===== config.mk =====
export PLATFORM = sky130hd
export DESIGN_NAME = mem_port_arbiter
export DESIGN_NICKNAME = d
export VERILOG_FILES = /design/src/rtl/mem_port_arbiter.sv
export SDC_FILE = /design/constraint.sdc
export NUM_CORES = 1
export LEC_CHECK = 0
export BUFFER_PORTS_ARGS = -buffer_cell sky130_fd_sc_hd__buf_2
export CORE_AREA = 2 2 76 78
export CTS_BUF_LIST = sky130_fd_sc_hd__clkbuf_2 sky130_fd_sc_hd__clkbuf_4 sky130_fd_sc_hd__clkbuf_8
export DETAILED_ROUTE_END_ITERATION = 8
export DIE_AREA = 0 0 78 80
export GPL_ROUTABILITY_DRIVEN = 0
export PLACE_DENSITY = 0.71
export SLEW_MARGIN = 30
export SYNTH_ARGS = -nofsm -noshare
export SYNTH_HDL_FRONTEND = slang
export SYNTH_SLANG_ARGS = --single-unit

===== constraint.sdc =====
create_clock -name clk -period 3.3 [get_ports clk]
set_clock_uncertainty 0.1 [all_clocks]
set_input_delay 0.165 -clock clk [delete_from_list [all_inputs] [get_ports clk]]
set_output_delay 0.165 -clock clk [all_outputs]
set_load 0.02 [all_outputs]

===== src/rtl/mem_port_arbiter.sv =====
// mem_port_arbiter
// Shares one single-port synchronous RAM between the instruction-fetch (IF)
// read port and the load/store (LS) read/write port. Grants are round-robin
// when both ports request at once. LS can lock the port across several
// accesses for atomic read-modify-write sequences.
//
// Ports:
//   clk, reset            clock and synchronous active-high reset
//   if_req/if_addr        IF read request, held until if_gnt
//   if_gnt                IF request accepted this cycle
//   if_rvalid/if_rdata    IF read response, one cycle after grant
//   ls_req/ls_we/ls_lock/ls_addr/ls_wdata
//                         LS request, held until ls_gnt
//   ls_gnt                LS request accepted this cycle
//   ls_rvalid/ls_rdata    LS read response, one cycle after a read grant
//   mem_en/mem_we/mem_addr/mem_wdata
//                         RAM command port, driven in the grant cycle
//   mem_rdata             RAM read data, valid the cycle after a read
module mem_port_arbiter #(
    parameter int DATA_WIDTH = 32,
    parameter int ADDR_BITS  = 9
) (
    input  logic                  clk,
    input  logic                  reset,
    input  logic                  if_req,
    input  logic [ADDR_BITS-1:0]  if_addr,
    output logic                  if_gnt,
    output logic                  if_rvalid,
    output logic [DATA_WIDTH-1:0] if_rdata,
    input  logic                  ls_req,
    input  logic                  ls_we,
    input  logic                  ls_lock,
    input  logic [ADDR_BITS-1:0]  ls_addr,
    input  logic [DATA_WIDTH-1:0] ls_wdata,
    output logic                  ls_gnt,
    output logic                  ls_rvalid,
    output logic [DATA_WIDTH-1:0] ls_rdata,
    output logic                  mem_en,
    output logic                  mem_we,
    output logic [ADDR_BITS-1:0]  mem_addr,
    output logic [DATA_WIDTH-1:0] mem_wdata,
    input  logic [DATA_WIDTH-1:0] mem_rdata
);

    typedef enum logic {
        ST_OPEN   = 1'b0,
        ST_LOCKED = 1'b1
    } state_t;

    typedef enum logic [1:0] {
        OWN_NONE = 2'd0,
        OWN_IF   = 2'd1,
        OWN_LS   = 2'd2
    } owner_t;

    state_t r_state;
    state_t w_state_next;
    logic   r_last_gnt;       // 0 = IF granted last, 1 = LS granted last
    logic   w_last_gnt_next;
    owner_t r_rd_owner;       // who receives the data returning this cycle
    owner_t w_rd_owner_next;

    logic   w_if_gnt;
    logic   w_ls_gnt;

    // State registers
    always_ff @(posedge clk) begin
        if (reset) begin
            r_state    <= ST_OPEN;
            r_last_gnt <= 1'b0;
            r_rd_owner <= OWN_NONE;
        end else begin
            r_state    <= w_state_next;
            r_last_gnt <= w_last_gnt_next;
            r_rd_owner <= w_rd_owner_next;
        end
    end

    // Grant decision and next-state logic
    always_comb begin
        w_if_gnt        = 1'b0;
        w_ls_gnt        = 1'b0;
        w_state_next    = r_state;
        w_last_gnt_next = r_last_gnt;
        w_rd_owner_next = OWN_NONE;

        // Grants are suppressed while reset is asserted so no access
        // reaches the RAM during reset.
        if (!reset) begin
            if (r_state == ST_LOCKED) begin
                w_ls_gnt = ls_req;
            end else if (if_req && ls_req) begin
                // Conflict: the port that did not win last time goes now.
                w_ls_gnt = !r_last_gnt;
                w_if_gnt = r_last_gnt;
            end else begin
                w_ls_gnt = ls_req;
                w_if_gnt = if_req;
            end
        end

        if (w_ls_gnt) begin
            w_state_next    = ls_lock ? ST_LOCKED : ST_OPEN;
            w_last_gnt_next = 1'b1;
            w_rd_owner_next = ls_we ? OWN_NONE : OWN_LS;
        end else if (w_if_gnt) begin
            w_last_gnt_next = 1'b0;
            w_rd_owner_next = OWN_IF;
        end
    end

    // Memory command mux; idle address/data are held at zero.
    always_comb begin
        mem_en    = 1'b0;
        mem_we    = 1'b0;
        mem_addr  = '0;
        mem_wdata = '0;
        if (w_ls_gnt) begin
            mem_en    = 1'b1;
            mem_we    = ls_we;
            mem_addr  = ls_addr;
            mem_wdata = ls_wdata;
        end else if (w_if_gnt) begin
            mem_en    = 1'b1;
            mem_addr  = if_addr;
        end
    end

    assign if_gnt = w_if_gnt;
    assign ls_gnt = w_ls_gnt;

    // A response pending when reset arrives is dropped immediately, not
    // just after the reset edge.
    assign if_rvalid = !reset && (r_rd_owner == OWN_IF);
    assign ls_rvalid = !reset && (r_rd_owner == OWN_LS);

    // Both ports see the RAM output; only the matching rvalid qualifies it.
    assign if_rdata = mem_rdata;
    assign ls_rdata = mem_rdata;

endmodule


==> reports/summary.txt, run 1 <==
Status - complete, no violations
Final setup fails - 0
Count of pins over their slew limit - 0
FP Rows - 27
First-pass GRT wire length - 3920 µm
Die Area - 0.00624 mm²
Critical Path Start Type - register
Cells after Synth - 131
Area grow syn2layout - 15.5%
GR met1 Demand/Resource - 6.80%
Global route overflow - 0
Vias in the first global route - 752
Met3 Use GR - 3.51%
Leakage - 0.688 nW
Worst EP required - 3.03 ns
Synth area leaders - buf_4, and2_1, dfxtp_1
Slew headroom - 58.4%
R2R Setup Slk - 1.92 ns
Post-synthesis mux area share - 0%
Antenna-violating nets left - 0
Synth cell count leaders - buf_4, and2_1, a22o_1
R2R cell count - 3
Core area - 0.00541 mm²
Via Count - 884
Remaining DRCs - 0
Vias per cell - 3.70
Top FF cell, synth - dfxtp_1
Net Count, Synth - 219
Gr usage total - 8.15%
Drt first-iter violations - 45
Initial core utilization - 18.2%
Min-delay worst type - in2reg
Synthesized area per cell - 7.52 µm²
Htree depth - 1
Largest family of logic cells by synthesized area - buffers and inverters
Finished Layout Cells - 239
Placed cells - 236
Post-synth ARST share - 0%
Seq/Total Area, Yosys - 8.13%
Hold path start - ls_we
Yosys top cell by area - buf_4
Max-Cap Viols - 0
Post-Synth XOR/XNOR Area - 0%
Synthesis Warnings - 0
Worst hold stages - 2
Worst Path Buf+Inv - 2
RSZ-0062 raised after global routing - no
Largest net degree at the start of global routing - 36
Share of layout cells above drive strength 1 - 65.3%
Post-synth EDFFs - 0
Met2 usage - 15.3%
CTS buffer count - 3
WS Path Type - reg2out
Root Buffer - clkbuf_8
Yosys top cell area share - 49.6%
Yosys reg bits - 4
Post-Route WL - 2960 µm
Reg clk slew, reported paths - 0.03 ns
Mapped Area - 985 µm²
Synth cell types - 17
Hold_buf cts - 0
Fill cells - 614
CP max stage cell - dfxtp_1
Ports - 199
Clk buf depth - 2
FF-to-FF End - r_rd_owner[1]
Max VDD drop - 0.0806 mV
N_diodes - 0
Tcrit/Tclk final - 67.4%
Die Wd - 78 µm
Synth Area in Compound Gates - 8.51%
CP top delay family - simple AND/OR/NAND/NOR gates
Setup TNS - 0 ns
Design Power - 0.000291 W
CTS tree - done
Worst Hold Path EP - r_rd_owner[1]
Crit-path max cell delay - 0.41 ns
R2R Path Start - r_state
Sink Count - 4
Cell with the most instances after synthesis - buf_4
Clk_lat worst skew - 0.21 ns
Hold Violations, Final - 0
Initial antenna violation count - 0
Power per Cell Area - 256 mW/mm²
Simple-gate share of the synthesized area - 31.4%
PortBufs - 102
DRT Pass-1 Iters - 4
Final core utilization - 21.0%
Placed cell areas - 0.00109 mm²
Fin nets - 257
Height of the die - 80 µm
Adder-Cell Fraction of Synth Area - 0%
Worst-Margin Slew - 0.621 ns
Top Usage Layer GRT - met2
F_max - 0.449 GHz
Postcts setup bufs - 0
Max FO, Critical Path - 35
Critical Path AT - 1.96 ns
Crit path cell chain - and3b_1 -> nor3b_4 -> buf_4 -> a22o_1 -> buf_2
Post-DR wirelength/cell - 12.4 µm
Post-CTS resize count - 0
Final min period - 2.23 ns
Final instance area - 0.00114 mm²
DP HPWL - 2540 µm
Worst setup EP type - output port
[per-stage QoR]
step | hold WS [ns] | setup slack [ns]
6_report | 0.0239 | 1.07
3_3_place_gp | 0.230 | 1.36
2_1_floorplan | 0.137 | 1.67
3_5_place_dp | 0.230 | 1.33
4_1_cts | 0.0234 | 1.09
5_1_grt | 0.0391 | 0.908
[how the worst max path moves through the flow]
stage | to | startpoint | cells after the start
4_1_cts | mem_addr[7] | r_state | 5
3_3_place_gp | mem_addr[7] | r_state | 5
3_5_place_dp | mem_addr[7] | r_state | 5
6_report | mem_addr[6] | r_state | 5
5_1_grt | mem_addr[6] | r_state | 5
2_1_floorplan | mem_wdata[19] | r_state | 4
[flip-flops by register name, summed over array words and instances (netlist names)]
signal,flops
r_rd_owner,2
r_last_gnt,1
r_state,1
[cells in the final DEF, fill, tap and decap left out]
master and count:
nor2_1 1, a22o_1 9, nor4b_4 1, nor2b_1 3, buf_4 1, nor3b_1 2, nor3b_4 1, and3b_1 1
buf_2 102, dfxtp_1 4, a21oi_1 1, nor4b_1 1, nand2_1 1, and2_1 33, nor3_1 2, or2_2 1
clkbuf_8 3
[power by group]
| part | leakage, nW | switching (W) | internal, W |
|---|---|---|---|
| clock | 0.0216 | 0.0000237 | 0.0000777 |
| sequential | 0.0331 | 0.00000283 | 0.0000519 |
| combinational | 0.633 | 0.0000733 | 0.0000621 |
[cells by family (layout without fill, tap and decap cells)]
logic type | after synthesis | after routing
and+or+nand+nor | 47 | 47
DFF | 4 | 4
AOI/OAI and AO/OA | 10 | 10
buffers and inverters | 70 | 106
[worst register-to-register path, delay by kind of cell (launching register included)]
family           cells  cell delay, ns
and+or+nand+nor      3            0.80
DFF                  1            0.41
[layer usage]
layer | routed length (µm) | part of all wire [%]
met2 | 1470 | 50
met5 | 0 | 0
met3 | 491 | 17
met1 | 841 | 28
met4 | 153 | 5.2
[area by class of cell]
class / count / area, µm² / share of cell area, %
Timing Repair Buffer: 103 / 518 / 45.5
Multi-Input combinational cell: 57 / 408 / 35.9
Tap cell: 72 / 90.1 / 7.92
Sequential cell: 4 / 80.1 / 7.04
Clock buffer: 3 / 41.3 / 3.63
No activity file was read; power rests on OpenSTA's default activity.
==> run 2, diff against run 1 <==
--- a/config.mk
+++ b/config.mk
@@ -6,12 +6,12 @@
 export NUM_CORES = 1
 export LEC_CHECK = 0
 export BUFFER_PORTS_ARGS = -buffer_cell sky130_fd_sc_hd__buf_2
-export CORE_AREA = 2 2 76 78
+export CORE_AREA = 2 2 77 79
 export CTS_BUF_LIST = sky130_fd_sc_hd__clkbuf_2 sky130_fd_sc_hd__clkbuf_4 sky130_fd_sc_hd__clkbuf_8
 export DETAILED_ROUTE_END_ITERATION = 8
-export DIE_AREA = 0 0 78 80
+export DIE_AREA = 0 0 79 81
 export GPL_ROUTABILITY_DRIVEN = 0
-export PLACE_DENSITY = 0.71
+export PLACE_DENSITY = 0.69
 export SLEW_MARGIN = 30
 export SYNTH_ARGS = -nofsm -noshare
 export SYNTH_HDL_FRONTEND = slang
==> constraint.sdc (replaced) <==
create_clock -name clk -period 2.33 [get_ports clk]
set_clock_uncertainty 0.1 [all_clocks]
set_input_delay 0.1165 -clock clk [delete_from_list [all_inputs] [get_ports clk]]
set_output_delay 0.1165 -clock clk [all_outputs]
set_load 0.02 [all_outputs]
==> run 2 against run 1 <==
Routed wire length fell by 6.4%. Cell area increased by 1.8%. Flip-flop and latch count unchanged. Final cell count up 2.5%. Register-to-register slack worse by 0.99 ns. Count of clock-buffer cells in the layout stayed put. Sequential power up 41%. Critical path type unchanged. Critical endpoint is now mem_addr[8]. Largest power group unchanged.
==> reports/summary.txt, run 2 (same netlist as run 1, synthesis figures left out) <==
FP Rows - 28
Remaining DRCs - 0
Tcrit/Tclk final - 79.3%
Height of the die - 81 µm
Drt first-iter violations - 26
Met2 usage - 14.2%
Comb pwr share - 46.6%
Clk_lat worst skew - 0.22 ns
Antenna-violating nets left - 0
Die Area - 0.00640 mm²
Final core utilization - 20.4%
Die Wd - 79 µm
Post-DR wirelength/cell - 11.3 µm
F_max - 0.541 GHz
Share of layout cells above drive strength 1 - 65.3%
Worst-Margin Slew - 0.275 ns
Via Count - 914
Sw Ratio - 34.6%
Met3 Use GR - 3.00%
Worst Path Buf+Inv - 2
DP HPWL - 2280 µm
Global route overflow - 0
Fin nets - 260
Register area - 80.1 µm²
Top reg by flops - r_rd_owner
GR met1 Demand/Resource - 5.12%
Postcts setup bufs - 0
CTS tree - done
Worst setup EP type - output port
Multi-input gate area - 399 µm²
Ports - 199
Fill cells - 654
Htree depth - 1
Internal power - 0.000274 W
Setup TNS - 0 ns
Crit path cell chain - and3b_1 -> nor3b_4 -> buf_4 -> a22o_1 -> buf_2
Leakage - 0.697 nW
Vias in the first global route - 755
Min-delay worst type - in2reg
PortBufs - 102
Slew headroom - 81.4%
Largest register FFs - 2
Post-Route WL - 2770 µm
Most frequent cells in the layout - buf_2, and2_1, a22o_1
Final hold slack - 0.0820 ns
CP max stage cell - dfxtp_1
Final min period - 1.85 ns
First-pass GRT wire length - 3380 µm
DRT Pass-1 Iters - 4
Critical Path Start Type - register
Critical Path AT - 1.63 ns
Area grow syn2layout - 17.5%
Initial core utilization - 17.4%
N_diodes - 0
CP top delay family - buffers and inverters
Switch Pwr - 0.000145 W
Max FO, Critical Path - 27
Crit-path max cell delay - 0.37 ns
Flop pwr share - 18.4%
Clock network power share - 35.1%
RSZ-0062 raised after global routing - no
Top Usage Layer GRT - met2
Core area - 0.00568 mm²
Hold Violations, Final - 0
Max-Cap Viols - 0
CTS buffer count - 3
Root Buffer - clkbuf_8
Leading cell type in the layout, fill and taps excluded - buf_2
Status - complete, no violations
Worst EP required - 2.11 ns
Sink Count - 4
Vias per cell - 3.73
Final setup fails - 0
WS Path Type - reg2out
Initial antenna violation count - 0
Regs by FF count - r_rd_owner x2, r_last_gnt x1, r_state x1
Count of pins over their slew limit - 0
Reg clk slew, reported paths - 0.03 ns
Gr usage total - 7.26%
Power per Cell Area - 363 mW/mm²
Clk buf depth - 2
Max VDD drop - 0.244 mV
Largest net degree at the start of global routing - 28
## run 2: changes by cell type in the layout (fill, tap and decap cells not counted), sizes merged
cell         delta
buf             +2
dlygate4sd3     +1
## run 2: routing by layer
layer  routed length [µm]  share of wire [%]
met3                  356                 13
met1                  806                 29
met4                  136                4.9
met2                 1470                 53
met5                    0                  0
## run 2: layout make-up
cell class	count	area share (%)
repair buffers	106	46.9
clock buffers	3	3.57
flip-flops and latches	4	6.92
multi-input cells	57	34.5
well taps	75	8.11
## run 2: stage by stage
step / std cells / area [µm²] / setup WS, ns / power, W
6_report: 245 / 1160 / 0.483 / 0.000420
5_1_grt: 245 / 1160 / 0.348 / 0.000451
4_1_cts: 245 / 1160 / 0.473 / 0.000429
3_5_place_dp: 241 / 1110 / 0.710 / 0.000273
3_3_place_gp: 241 / 1110 / 0.760 / 0.000271
2_1_floorplan: 131 / 985 / 0.751 / 0.000343
## run 2: tightest hold or removal path: cells and delay by family
family / cells / cell delay (ns)
buffers and inverters: 1 / 0.08
and+or+nand+nor: 2 / 0.15
## run 2: what timing repair did
| action | 4_1_cts | 5_1_grt |
|---|---|---|
| hold buffers | 1 | 0 |
| endpoints found under the setup margin | 0 | 0 |
| resized for setup | 0 | 0 |
| endpoints found under the hold margin | 1 | 0 |
## run 2: path summary, 6_finish.rpt
path	slack, ns	endpoint	cells after the start	startpoint
max	0.48	mem_addr[8]	5	r_state
min	0.08	r_state	3	ls_lock
max reg2reg	0.93	r_rd_owner[1]	4	r_state
min reg2reg	0.41	r_rd_owner[0]	1	r_state
## run 2: power groups by stage
stage | registers, W | clock network [W] | logic, W
2_1_floorplan | 0.0000767 | 0 | 0.000267
3_3_place_gp | 0.0000773 | 0 | 0.000194
3_5_place_dp | 0.0000777 | 0 | 0.000196
4_1_cts | 0.0000768 | 0.000155 | 0.000197
5_1_grt | 0.0000771 | 0.000162 | 0.000211
6_report | 0.0000770 | 0.000147 | 0.000195
